$ cat src/rtl/slow_clk_pkg.sv
// ---------------------------------------------------------------------------
// slow_clk_pkg
//
// Shared types and helpers for the slow_clk generator slice.
//
// Contents:
//   slow_clk_state_t  generator FSM state encoding
//   MIN_PERIOD        shortest period that still has a high and a low cycle
//   CFG_MAX_BITS      width used by cfg_is_legal(); configs are zero-extended
//                     to this width, so it must be >= the generator's N_BITS
//   cfg_is_legal()    period/high legality check shared by RTL and users
// ---------------------------------------------------------------------------
package slow_clk_pkg;

    typedef enum logic [1:0] {
        IDLE  = 2'd0,
        HIGH  = 2'd1,
        LOW   = 2'd2,
        DRAIN = 2'd3
    } slow_clk_state_t;

    localparam int unsigned MIN_PERIOD   = 2;
    localparam int unsigned CFG_MAX_BITS = 64;

    // A period needs at least one high and one low cycle, so the high time
    // must land strictly between zero and the period.
    function automatic logic cfg_is_legal(
        input logic [CFG_MAX_BITS-1:0] period,
        input logic [CFG_MAX_BITS-1:0] high
    );
        logic ok;
        ok = (period >= CFG_MAX_BITS'(MIN_PERIOD))
          && (high != '0)
          && (high < period);
        return ok;
    endfunction

endpackage

$ cat src/rtl/slow_clk_generator_if.sv
// ---------------------------------------------------------------------------
// slow_clk_generator_if
//
// Configuration load handshake for slow_clk_generator.
//
// Signals:
//   period_cycles  requested period in fast_clk cycles, sampled on load
//   high_cycles    requested high time in fast_clk cycles, sampled on load
//   load           single-cycle load request
//   load_ack       one-cycle pulse when the requested config becomes active
//   config_error   one-cycle pulse when a load is rejected as illegal
//
// Modports:
//   master  configuration source (drives the request, sees ack/error)
//   slave   the generator
// ---------------------------------------------------------------------------
interface slow_clk_generator_if #(
    parameter int N_BITS = 32
);

    logic [N_BITS-1:0] period_cycles;
    logic [N_BITS-1:0] high_cycles;
    logic              load;
    logic              load_ack;
    logic              config_error;

    modport master (
        output period_cycles,
        output high_cycles,
        output load,
        input  load_ack,
        input  config_error
    );

    modport slave (
        input  period_cycles,
        input  high_cycles,
        input  load,
        output load_ack,
        output config_error
    );

endinterface

$ cat src/rtl/slow_clk_cfg_shadow.sv
// ---------------------------------------------------------------------------
// slow_clk_cfg_shadow
//
// Active/pending configuration registers for slow_clk_generator.
//
// A legal load either takes effect on the next cycle (cfg_immediate, i.e. the
// generator is idle or is entering idle this cycle) or is parked in the
// pending register until the generator signals a period boundary
// (apply_pending). A later legal load overwrites an unapplied pending one, so
// only one load_ack is produced per applied config. Illegal loads touch
// nothing and produce a config_error pulse on the next cycle.
//
// Ports:
//   fast_clk       clock
//   reset          asynchronous active-low reset
//   load           load request
//   period_cycles  requested period, sampled with load
//   high_cycles    requested high time, sampled with load
//   cfg_immediate  a load this cycle goes straight to the active registers
//   apply_pending  period boundary: promote pending config to active
//   active_period  period currently used by the generator
//   active_high    high time currently used by the generator
//   load_ack       pulse in the first cycle a newly loaded config is active
//   config_error   pulse one cycle after an illegal load
// ---------------------------------------------------------------------------
module slow_clk_cfg_shadow
    import slow_clk_pkg::*;
#(
    parameter int N_BITS         = 32,
    parameter int DEFAULT_PERIOD = 1000,
    parameter int DEFAULT_HIGH   = 500
) (
    input  logic              fast_clk,
    input  logic              reset,
    input  logic              load,
    input  logic [N_BITS-1:0] period_cycles,
    input  logic [N_BITS-1:0] high_cycles,
    input  logic              cfg_immediate,
    input  logic              apply_pending,
    output logic [N_BITS-1:0] active_period,
    output logic [N_BITS-1:0] active_high,
    output logic              load_ack,
    output logic              config_error
);

    logic [N_BITS-1:0] pend_period;
    logic [N_BITS-1:0] pend_high;
    logic              pend_valid;
    logic              req_legal;
    logic              load_ok;
    logic              load_bad;

    assign req_legal = cfg_is_legal(CFG_MAX_BITS'(period_cycles),
                                    CFG_MAX_BITS'(high_cycles));
    assign load_ok   = load && req_legal;
    assign load_bad  = load && !req_legal;

    always_ff @(posedge fast_clk or negedge reset) begin
        if (!reset) begin
            active_period <= N_BITS'(DEFAULT_PERIOD);
            active_high   <= N_BITS'(DEFAULT_HIGH);
            pend_period   <= '0;
            pend_high     <= '0;
            pend_valid    <= 1'b0;
            load_ack      <= 1'b0;
            config_error  <= 1'b0;
        end else begin
            load_ack     <= 1'b0;
            config_error <= load_bad;

            if (load_ok && cfg_immediate) begin
                // Idle (or going idle): nothing is mid-phase, apply now. Any
                // stale pending config is superseded by this newer request.
                active_period <= period_cycles;
                active_high   <= high_cycles;
                pend_valid    <= 1'b0;
                load_ack      <= 1'b1;
            end else begin
                if (apply_pending && pend_valid) begin
                    active_period <= pend_period;
                    active_high   <= pend_high;
                    pend_valid    <= 1'b0;
                    load_ack      <= 1'b1;
                end
                // A load coincident with the boundary is parked, not applied;
                // this later assignment wins over the clear above.
                if (load_ok) begin
                    pend_period <= period_cycles;
                    pend_high   <= high_cycles;
                    pend_valid  <= 1'b1;
                end
            end
        end
    end

endmodule

$ cat src/rtl/slow_clk_generator.sv
// ---------------------------------------------------------------------------
// slow_clk_generator
//
// Programmable divider producing slow_clk from fast_clk. The period and high
// time come from a shadowed configuration that only changes at a period
// boundary or while idle, so a phase is never truncated. All outputs are
// registered, so slow_clk and the strobes are glitch-free.
//
// state | meaning
// ------+------------------------------------------------------------------
// IDLE  | stopped, slow_clk low, count held at 0
// HIGH  | slow_clk high, count < high
// LOW   | slow_clk low, high <= count < period, enable still requested
// DRAIN | as LOW but enable withdrawn; stops at the period boundary
//
// Ports:
//   fast_clk     sole clock
//   reset        asynchronous active-low reset, drops slow_clk immediately
//   enable       level-sensitive run request
//   cfg          configuration load handshake (slave side)
//   slow_clk     generated clock
//   rise_strobe  one fast_clk cycle pulse, first cycle slow_clk is high
//   fall_strobe  one fast_clk cycle pulse, first cycle slow_clk is low
//   running      high while not IDLE
// ---------------------------------------------------------------------------
module slow_clk_generator
    import slow_clk_pkg::*;
#(
    parameter int N_BITS         = 32,
    parameter int DEFAULT_PERIOD = 1000,
    parameter int DEFAULT_HIGH   = 500
) (
    input  logic                 fast_clk,
    input  logic                 reset,
    input  logic                 enable,
    slow_clk_generator_if.slave  cfg,
    output logic                 slow_clk,
    output logic                 rise_strobe,
    output logic                 fall_strobe,
    output logic                 running
);

    slow_clk_state_t   state;
    slow_clk_state_t   next_state;
    logic [N_BITS-1:0] count;
    logic [N_BITS-1:0] next_count;

    logic [N_BITS-1:0] active_period;
    logic [N_BITS-1:0] active_high;
    logic              high_done;
    logic              period_done;
    logic              cfg_immediate;

    logic              slow_clk_d;
    logic              rise_strobe_d;
    logic              fall_strobe_d;
    logic              running_d;

    slow_clk_cfg_shadow #(
        .N_BITS         (N_BITS),
        .DEFAULT_PERIOD (DEFAULT_PERIOD),
        .DEFAULT_HIGH   (DEFAULT_HIGH)
    ) u_cfg_shadow (
        .fast_clk      (fast_clk),
        .reset         (reset),
        .load          (cfg.load),
        .period_cycles (cfg.period_cycles),
        .high_cycles   (cfg.high_cycles),
        .cfg_immediate (cfg_immediate),
        .apply_pending (period_done),
        .active_period (active_period),
        .active_high   (active_high),
        .load_ack      (cfg.load_ack),
        .config_error  (cfg.config_error)
    );

    // Legal configs guarantee high >= 1 and period >= 2, so the minus-one
    // terms cannot wrap and count never exceeds period - 1.
    assign high_done   = (state == HIGH) && (count == active_high - N_BITS'(1));
    assign period_done = ((state == LOW) || (state == DRAIN))
                      && (count == active_period - N_BITS'(1));

    // Loads are applied directly while nothing is mid-period: already idle,
    // or stopping at this boundary.
    assign cfg_immediate = (state == IDLE) || (next_state == IDLE);

    always_ff @(posedge fast_clk or negedge reset) begin
        if (!reset) begin
            state <= IDLE;
            count <= '0;
        end else begin
            state <= next_state;
            count <= next_count;
        end
    end

    always_comb begin
        next_state = state;
        next_count = count;

        case (state)
            IDLE: begin
                next_count = '0;
                if (enable) begin
                    next_state = HIGH;
                end
            end

            HIGH: begin
                next_count = count + N_BITS'(1);
                if (high_done) begin
                    next_state = enable ? LOW : DRAIN;
                end
            end

            LOW, DRAIN: begin
                if (period_done) begin
                    next_count = '0;
                    next_state = enable ? HIGH : IDLE;
                end else begin
                    // enable may come and go during the low phase; only its
                    // value at the boundary decides whether we stop.
                    next_count = count + N_BITS'(1);
                    next_state = enable ? LOW : DRAIN;
                end
            end

            default: begin
                next_count = '0;
                next_state = IDLE;
            end
        endcase
    end

    // Outputs are decoded from the next state and registered, so they
    // switch on the same edge as the state they describe.
    always_comb begin
        slow_clk_d    = (next_state == HIGH);
        rise_strobe_d = (next_state == HIGH) && (state != HIGH);
        fall_strobe_d = (state == HIGH)
                     && ((next_state == LOW) || (next_state == DRAIN));
        running_d     = (next_state != IDLE);
    end

    always_ff @(posedge fast_clk or negedge reset) begin
        if (!reset) begin
            slow_clk    <= 1'b0;
            rise_strobe <= 1'b0;
            fall_strobe <= 1'b0;
            running     <= 1'b0;
        end else begin
            slow_clk    <= slow_clk_d;
            rise_strobe <= rise_strobe_d;
            fall_strobe <= fall_strobe_d;
            running     <= running_d;
        end
    end

endmodule

$ cat src/flat_wrapper.sv
// flat-port wrapper written by rule: the top's interface ports become plain ports
module slow_clk_generator_flat import slow_clk_pkg::*;
#(
    parameter int N_BITS         = 32,
    parameter int DEFAULT_PERIOD = 1000,
    parameter int DEFAULT_HIGH   = 500
)
  (fast_clk, reset, enable, slow_clk, rise_strobe, fall_strobe, running, cfg_period_cycles, cfg_high_cycles, cfg_load, cfg_load_ack, cfg_config_error);
  slow_clk_generator_if #(.N_BITS(N_BITS)) cfg_i ();
  input  logic fast_clk;
  input  logic reset;
  input  logic enable;
  output logic slow_clk;
  output logic rise_strobe;
  output logic fall_strobe;
  output logic running;
  input wire logic [$bits(cfg_i.period_cycles)-1:0] cfg_period_cycles;
  input wire logic [$bits(cfg_i.high_cycles)-1:0] cfg_high_cycles;
  input wire logic [$bits(cfg_i.load)-1:0] cfg_load;
  output wire logic [$bits(cfg_i.load_ack)-1:0] cfg_load_ack;
  output wire logic [$bits(cfg_i.config_error)-1:0] cfg_config_error;
  assign cfg_i.period_cycles = cfg_period_cycles;
  assign cfg_i.high_cycles = cfg_high_cycles;
  assign cfg_i.load = cfg_load;
  assign cfg_load_ack = cfg_i.load_ack;
  assign cfg_config_error = cfg_i.config_error;
  slow_clk_generator #(.N_BITS(N_BITS), .DEFAULT_PERIOD(DEFAULT_PERIOD), .DEFAULT_HIGH(DEFAULT_HIGH)) u_core (.fast_clk(fast_clk), .reset(reset), .enable(enable), .cfg(cfg_i), .slow_clk(slow_clk), .rise_strobe(rise_strobe), .fall_strobe(fall_strobe), .running(running));
endmodule
$ cat config.mk
export PLATFORM = sky130hd
export DESIGN_NAME = slow_clk_generator_flat
export DESIGN_NICKNAME = d
export VERILOG_FILES = /design/src/rtl/slow_clk_pkg.sv /design/src/rtl/slow_clk_generator_if.sv /design/src/rtl/slow_clk_cfg_shadow.sv /design/src/rtl/slow_clk_generator.sv /design/src/flat_wrapper.sv
export SDC_FILE = /design/constraint.sdc
export NUM_CORES = 1
export LEC_CHECK = 0
export BUFFER_PORTS_ARGS = -buffer_cell sky130_fd_sc_hd__clkbuf_2
export CAP_MARGIN = 20
export CORE_MARGIN = 5
export CORE_UTILIZATION = 30
export DETAILED_ROUTE_END_ITERATION = 12
export GPL_ROUTABILITY_DRIVEN = 0
export PLACE_DENSITY_LB_ADDON = 0.3
export SYNTH_ARGS = -nofsm -noshare
export SYNTH_HDL_FRONTEND = slang
export SYNTH_HIERARCHICAL = 1
export SYNTH_SLANG_ARGS = --single-unit
$ cat constraint.sdc
create_clock -name fast_clk -period 10.2 [get_ports fast_clk]
set_input_delay 0.51 -clock fast_clk [delete_from_list [all_inputs] [get_ports fast_clk]]
set_output_delay 0.51 -clock fast_clk [all_outputs]
set_load 0.01 [all_outputs]
## Yosys cells after proc, flatten, opt, wreduce, memory -nomap -nowiden

Index checks and enable logic that the tools add are counted.

- $lt $le $gt $ge: 2
- Equal/unequal tests: 9
- Reductions and logical operators: 22
- Muxes and demuxes: 17
- Bitwise gates (word level): 1
- Add/subtract/negate cells: 3

Operators with widths:

| operator | number |
|---|---|
| $mux W32 | 5 |
| $pmux W32 S3 | 1 |
| $eq A32 B32 Y1 | 2 |
| $sub A32 B1 Y32 const B | 2 |
| $add A32 B1 Y32 const B | 1 |
| $ge A32 B2 Y1 const B | 1 |
| $lt A32 B32 Y1 | 1 |
| $reduce_bool A32 Y1 | 1 |
| $logic_and A1 B1 Y1 | 10 |
| $eq A2 B2 Y1 const B | 4 |
| $mux W1 | 7 |
| $mux W2 | 3 |
| $pmux W2 S3 | 1 |
| $eq A2 B1 Y1 const B | 2 |
| $logic_not A2 Y1 | 2 |
| $reduce_bool A2 Y1 | 2 |
| $logic_or A1 B1 Y1 | 3 |
| $reduce_bool A3 Y1 | 1 |
| $ne A2 B1 Y1 const B | 1 |
| $reduce_and A2 Y1 | 1 |
| $reduce_or A2 Y1 | 1 |
| $logic_not A1 Y1 | 1 |
| $not A1 Y1 | 1 |

- Word-level logic and storage cells: 67
- Flip-flop bits (word level): 169
- Input bits: 68
- Output and inout port bits: 6

## Logic depth before layout (Yosys ltp)

- Depth in word-level cells: 10
- Gate-level depth with buffers: 17
- Mapped depth without buffers: 13

## By module

The synthesis kept the hierarchy.

Modules (own cells, without submodules):

| module | area an instance (um2) | cells an instance | seq. area each (um2) | times used |
|---|---|---|---|---|
| slow_clk_cfg_shadow | 6,754.0 | 486 | 3,293.2 | 1 |
| slow_clk_generator | 4,277.9 | 553 | 950.9 | 1 |

## Least setup slack after synthesis

No wires, ideal clock.

- Path kind: reg2reg
- From: register u_core.u_cfg_shadow.active_period[0]
- To: register u_core.u_cfg_shadow.active_high[17]
- Path slack: 6.493 ns
- Data arrival time: 3.582 ns
- Stages on the path, launching flop included: 16
- Library setup time: 0.125 ns
- Data required time: 10.075 ns
- Cell sequence: dfrtp_1 inv_1 ha_1 or3b_1 clkbuf_1 o31a_1 or2_2 nor4b_1 nand4_1 nor4b_1 and2_1 nand2_1 buf_2 clkbuf_1 mux2_2 mux2_4

- Cells in the longest elaborated chain, start to end: 9
- Elaborated cells between the ends (all ways): 11

RTL lines:

| what | line | RTL |
|---|---|---|
| from (decl) | slow_clk_cfg_shadow.sv:40 | `output logic [N_BITS-1:0] active_period,` |
| from (signal assigned) | slow_clk_cfg_shadow.sv:60 | `active_period <= N_BITS'(DEFAULT_PERIOD);` |
| from (signal assigned) | slow_clk_cfg_shadow.sv:74 | `active_period <= period_cycles;` |
| from (signal assigned) | slow_clk_cfg_shadow.sv:80 | `active_period <= pend_period;` |
| $sub A32 B1 Y32 (*) | slow_clk_generator.sv:81 | `&& (count == active_period - N_BITS'(1));` |
| $eq A32 B32 Y1 (*) | slow_clk_generator.sv:81 |  |
| $logic_and A1 B1 Y1 (*) | slow_clk_generator.sv:81 |  |
| via u_core.period_done | slow_clk_generator.sv:51 | `logic period_done;` |
| $mux W2 | slow_clk_generator.sv:117 | `if (period_done) begin` |
| $pmux W2 S3 | slow_clk_generator.sv:101 | `case (state)` |
| $logic_not A2 Y1 | slow_clk_generator.sv:85 | `assign cfg_immediate = (state == IDLE) \|\| (next_state == IDLE);` |
| $logic_or A1 B1 Y1 | slow_clk_generator.sv:85 |  |
| $logic_and A1 B1 Y1 | slow_clk_cfg_shadow.sv:71 | `if (load_ok && cfg_immediate) begin` |
| $mux W32 / $reduce_bool A2 Y1 (equally long branches) | - |  |
| to (signal assigned) | slow_clk_cfg_shadow.sv:61 | `active_high <= N_BITS'(DEFAULT_HIGH);` |
| to (signal assigned) | slow_clk_cfg_shadow.sv:75 | `active_high <= high_cycles;` |
| to (signal assigned) | slow_clk_cfg_shadow.sv:81 | `active_high <= pend_high;` |
| to (decl) | slow_clk_cfg_shadow.sv:41 | `output logic [N_BITS-1:0] active_high,` |

The timed path passes the listed nets; every way through them passes the cells marked *.
A chain may end at the register's enable or synchronous reset.

## Worst setup path after layout

- From: register u_core.u_cfg_shadow.active_period[0]
- To: register u_core.u_cfg_shadow.active_high[0]

- Cells in the longest elaborated chain, start to end: 9
- Elaborated cells between the ends (all ways): 11

RTL lines:

| what | line | RTL |
|---|---|---|
| $sub A32 B1 Y32 (*) | slow_clk_generator.sv:81 |  |
| $eq A32 B32 Y1 (*) | slow_clk_generator.sv:81 |  |
| $logic_and A1 B1 Y1 (*) | slow_clk_generator.sv:81 |  |
| $mux W2 (*) | slow_clk_generator.sv:117 |  |
| $pmux W2 S3 (*) | slow_clk_generator.sv:101 |  |
| $logic_not A2 Y1 (*) | slow_clk_generator.sv:85 |  |
| $logic_or A1 B1 Y1 (*) | slow_clk_generator.sv:85 |  |
| via u_core.cfg_immediate | slow_clk_generator.sv:52 | `logic cfg_immediate;` |
| $logic_and A1 B1 Y1 (*) | slow_clk_cfg_shadow.sv:71 |  |
| $mux W32 / $reduce_bool A2 Y1 (equally long branches) | - |  |

Marks and branches as above.

==> impl_metrics.xml <==
<?xml version="1.0" encoding="UTF-8"?>
<metrics>
  <group name="timing">
    <metric name="hold_violations" unit="">0</metric>
    <metric name="finalClockSkew" unit="ns">0.01359</metric>
    <metric name="fmax" unit="MHz">209.7</metric>
    <metric name="slew_viol_final" unit="">0</metric>
    <metric name="hold_ws" unit="ns">0.1836</metric>
    <metric name="worst_pin_slew" unit="ns">0.9555</metric>
    <metric name="finalSetupViolations" unit="">0</metric>
    <metric name="grt_setup_unrepaired" unit="">false</metric>
    <metric name="post-route-min-period" unit="ns">4.770</metric>
    <metric name="maxSlewHeadroom" unit="%">36.30</metric>
    <metric name="fin_setup_tns" unit="ns">0</metric>
    <metric name="period_share" unit="%">46.76</metric>
  </group>
  <group name="clocking">
    <metric name="clk-insertion-delay-late" unit="ns">0.43</metric>
    <metric name="cts.path.max_buffers" unit="">2</metric>
    <metric name="cts_max_level" unit="">4</metric>
    <metric name="post_cts_hold_buffer_count" unit="">0</metric>
    <metric name="clock_sink_count" unit="">169</metric>
    <metric name="cts-resized-gates" unit="">0</metric>
    <metric name="clkSlewWorstSetupHoldPaths" unit="ns">0.07</metric>
    <metric name="tritoncts" unit="">built</metric>
    <metric name="cts_root_buffer" unit="">sky130_fd_sc_hd__clkbuf_16</metric>
    <metric name="cts_inserted_buffers" unit="">17</metric>
    <metric name="post_cts_buffers" unit="">0</metric>
  </group>
  <group name="die">
    <metric name="core_area" unit="um2">36430</metric>
    <metric name="chipHeight" unit="um">201.8</metric>
    <metric name="ios" unit="">74</metric>
    <metric name="chipWidth" unit="um">201.8</metric>
    <metric name="placementRows" unit="">70</metric>
    <metric name="start_util" unit="%">30.28</metric>
    <metric name="dieArea" unit="um2">40710</metric>
  </group>
  <group name="hold_path">
    <metric name="min_path_type" unit="">in2async</metric>
  </group>
  <group name="critical_path">
    <metric name="critPathMostFrequentCell" unit="">sky130_fd_sc_hd__buf_4</metric>
    <metric name="crit_path_cell_trace" unit="">inv_1 -&gt; ha_1 -&gt; nor3b_1 -&gt; nand3_1 -&gt; o311ai_0 -&gt; a2111oi_0 -&gt; and4_1 -&gt; a31o_2 -&gt; nand4_1 -&gt; buf_4 -&gt; buf_4 -&gt; mux2_2</metric>
    <metric name="worst_setup_path_start_kind" unit="">flop</metric>
    <metric name="worst_path_class_setup" unit="">reg2reg</metric>
    <metric name="critical_path_required" unit="ns">10.52</metric>
    <metric name="critical_path.endpoint_type" unit="">flop</metric>
    <metric name="crit_arrival" unit="ns">5.09</metric>
    <metric name="worst_path_largest_cell_delay" unit="ns">0.72</metric>
    <metric name="cpMaxStageDelayCell" unit="">sky130_fd_sc_hd__buf_4</metric>
    <metric name="worst-path-max-fanout" unit="">48</metric>
  </group>
  <group name="logic_synthesis">
    <metric name="number_of_cells_produced_by_synthesis" unit="">1039</metric>
    <metric name="synth.lib_cells_used.distinct" unit="">72</metric>
    <metric name="ys.flop_type" unit="">sky130_fd_sc_hd__dfrtp_1</metric>
    <metric name="synth.most_common_cell" unit="">sky130_fd_sc_hd__dfrtp_1</metric>
    <metric name="syn_nets" unit="">1141</metric>
    <metric name="synth_compound_area_share" unit="%">7.474</metric>
    <metric name="synth.largest_area_cell" unit="">sky130_fd_sc_hd__dfrtp_1</metric>
    <metric name="yosys_warnings" unit="">6</metric>
    <metric name="synth-simple-area-share" unit="%">15.78</metric>
    <metric name="postSynthAreaPerCell" unit="um2">10.62</metric>
    <metric name="ys_seq_area_share" unit="%">38.47</metric>
    <metric name="ys_async_sr_fraction" unit="%">100.0</metric>
    <metric name="post_synth_xor_area_fraction" unit="%">8.257</metric>
    <metric name="ys_top_cells_by_area" unit="">sky130_fd_sc_hd__dfrtp_1 36%, sky130_fd_sc_hd__mux2_4 9.1%, sky130_fd_sc_hd__mux2_2 6.5%, sky130_fd_sc_hd__mux2i_1 6.0%, sky130_fd_sc_hd__xnor2_1 4.4%</metric>
    <metric name="largest_family_of_logic_cells_by_synthesized_area" unit="">multiplexers</metric>
    <metric name="synth-edff-count" unit="">0</metric>
    <metric name="synth.cells.most_frequent" unit="">157 x sky130_fd_sc_hd__dfrtp_1, 78 x sky130_fd_sc_hd__nor2_1, 67 x sky130_fd_sc_hd__mux2_4, 66 x sky130_fd_sc_hd__mux2i_1, 64 x sky130_fd_sc_hd__mux2_2</metric>
    <metric name="synth-seq-cells" unit="">169</metric>
    <metric name="post_synth_instance_area" unit="um2">11030</metric>
    <metric name="yosys-mux-area-fraction" unit="%">21.64</metric>
    <metric name="adder_cell_share_of_the_synthesized_area" unit="%">3.856</metric>
    <metric name="post-synth-top-area-fraction" unit="%">35.61</metric>
  </group>
  <group name="global_routing">
    <metric name="number_of_antenna_violations_at_the_first_check_in_global_routing" unit="">0</metric>
    <metric name="groute.usage.overall" unit="%">15.15</metric>
    <metric name="globalRoute.totalOverflow" unit="">0</metric>
    <metric name="grt_start_max_net_pins" unit="">99</metric>
    <metric name="wire_length_of_the_first_global_routing_pass" unit="um">48670</metric>
    <metric name="via_count_of_the_first_global_routing_pass" unit="">8233</metric>
  </group>
  <group name="pwr">
    <metric name="ir_worst_vdd" unit="uV">97.70</metric>
    <metric name="leakagePower" unit="nW">5.790</metric>
    <metric name="total_power" unit="mW">2.079</metric>
    <metric name="powerDensity" unit="nW/um2">167.7</metric>
  </group>
  <group name="routing">
    <metric name="met2_length" unit="um">14550</metric>
    <metric name="met3_length" unit="um">1476</metric>
    <metric name="ant_nets" unit="">0</metric>
    <metric name="vias_per_cell" unit="">5.208</metric>
    <metric name="drt-wirelength-per-cell" unit="um">19.88</metric>
    <metric name="maxUsedRoutingLayer" unit="">met4</metric>
    <metric name="route.detailed.drc" unit="">0</metric>
    <metric name="wl_met1" unit="um">14470</metric>
    <metric name="drt-initial-drc-count" unit="">559</metric>
    <metric name="dr.pass1.iters" unit="">5</metric>
    <metric name="dr_total_vias" unit="">8151</metric>
    <metric name="postRouteWirelength" unit="um">31120</metric>
  </group>
  <group name="run_status">
    <metric name="result_of_the_run" unit="">finished clean</metric>
  </group>
  <group name="layout">
    <metric name="post_route_cells_drive_above_1_share" unit="%">25.07</metric>
    <metric name="antennaDiodeCount" unit="">0</metric>
    <metric name="nets" unit="">1187</metric>
    <metric name="flow.area_growth_from_synthesis" unit="%">12.36</metric>
    <metric name="num-fill-cells" unit="">3725</metric>
  </group>
  <group name="place">
    <metric name="port-buffer-count" unit="">73</metric>
    <metric name="hpwl_dp" unit="um">23570</metric>
  </group>
  <group name="job">
    <metric name="drv.max_cap_violation_count" unit="">0</metric>
  </group>
</metrics>
[layer usage]
layer	GRT usage, %	vias to the layer above
li1	-	3874
met1	20.70	4037
met2	24.46	204
met3	2.853	36
met4	4.614	0
met5	0	-
[critical path: cells and delay by family (launching register included)]
family / cells / cell delay, ns
AO/OA/AOI/OAI: 3 / 1.12
AND/OR/NAND/NOR: 4 / 1.25
flip-flops: 1 / 0.43
buffers and inverters: 3 / 1.13
adder cells (fa/ha/maj): 1 / 0.22
multiplexers: 1 / 0.41
[power breakdown]
group          internal, mW  switching [mW]  total [mW]  leakage [nW]
logic                 0.245           0.225       0.469          3.48
registers             0.775           0.139       0.915          2.02
clock network         0.416           0.279       0.695         0.288
total                  1.44           0.643        2.08          5.79
[final cells by class]
| type | instances | area [um2] | share of cell area [%] |
|---|---|---|---|
| Clock buffer | 20 | 446.7 | 3.604 |
| Clock inverter | 11 | 172.7 | 1.393 |
| Inverter | 51 | 191.4 | 1.544 |
| Multi-Input combinational cell | 764 | 6296 | 50.79 |
| Sequential cell | 169 | 4244 | 34.24 |
| Tap cell | 468 | 585.6 | 4.724 |
| Timing Repair Buffer | 82 | 459.2 | 3.704 |
[worst paths after layout]
kind | startpoint | end | slack (ns) | depth (start not counted)
worst max-delay path | u_core/u_cfg_shadow/active_period[0]$_DFFE_PN0P_ | u_core/u_cfg_shadow/active_high[0]$_DFFE_PN0P_ | 5.43 | 12
worst min-delay path | reset | u_core/u_cfg_shadow/pend_period[6]$_DFFE_PN0P_ | 0.18 | 1
worst max register to register | u_core/u_cfg_shadow/active_period[0]$_DFFE_PN0P_ | u_core/u_cfg_shadow/active_high[0]$_DFFE_PN0P_ | 5.43 | 12
worst min register to register | u_core/u_cfg_shadow/pend_high[6]$_DFFE_PN0P_ | u_core/u_cfg_shadow/pend_high[6]$_DFFE_PN0P_ | 0.50 | 1
max in group asynchronous | reset | u_core/u_cfg_shadow/active_period[16]$_DFFE_PN0P_ | 8.50 | 2
min in group fast_clk | cfg_period_cycles[9] | u_core/u_cfg_shadow/active_period[9]$_DFFE_PN1P_ | 0.34 | 3
[layout by cell type (no fill, tap or decap), drive strengths merged, types with 4 or more instances in the layout]
cell | Yosys | final
nor2b | 4 | 4
o31a | 6 | 6
buf | 24 | 10
nand3b | 6 | 6
nor4b | 4 | 4
a2111oi | 6 | 6
a21o | 5 | 5
nand4 | 27 | 27
nor2 | 79 | 79
o31ai | 5 | 5
and2 | 5 | 5
nor4 | 39 | 39
ha | 34 | 34
and4 | 8 | 8
dfstp | 12 | 12
a31oi | 4 | 4
and3 | 7 | 7
a211oi | 6 | 6
mux2i | 66 | 66
or4 | 16 | 16
clkbuf | 31 | 92
inv | 51 | 51
o21ai | 19 | 19
a21oi | 26 | 26
mux2 | 131 | 131
bufinv | 0 | 4
nand3 | 34 | 34
xnor2 | 55 | 55
dfrtp | 157 | 157
nand2b | 7 | 7
o22ai | 6 | 6
nand2 | 38 | 38
o211ai | 6 | 6
clkinvlp | 0 | 4
or3 | 6 | 6
nor3 | 20 | 20
xor2 | 49 | 49
[cell families after synthesis]
logic type               after synthesis
buffers and inverters                106
AO/OA/AOI/OAI                        117
AND/OR/NAND/NOR                      312
adder cells (fa/ha/maj)               34
flip-flops                           169
multiplexers                         197
XOR/XNOR                             104
[registers in the layout, indices dropped and copies added (netlist names)]
signal                             cells
u_core/u_cfg_shadow/pend_high         32
u_core/u_cfg_shadow/pend_valid         1
u_core/u_cfg_shadow/active_high       32
u_core/count                          32
u_core/u_cfg_shadow/config_error       1
u_core/u_cfg_shadow/active_period     32
u_core/state                           2
u_core/u_cfg_shadow/load_ack           1
u_core/slow_clk                        1
u_core/fall_strobe                     1
u_core/rise_strobe                     1
u_core/running                         1
u_core/u_cfg_shadow/pend_period       32
[through the flow]
| step | setup slack (ns) | cells | instance area [um2] | utilization (%) |
|---|---|---|---|---|
| after CTS | 5.482 | 1565 | 12400 | 34.02 |
| after floorplan | 6.493 | 1039 | 11030 | - |
| after global routing | 5.166 | 1565 | 12400 | 34.02 |
| after detailed placement | 5.514 | 1534 | 11780 | 32.32 |
| after global placement | 5.510 | 1533 | 11750 | 32.25 |
| final | 5.430 | 1565 | 12400 | 34.02 |
Note: power is estimated with default switching activity, not from simulation.
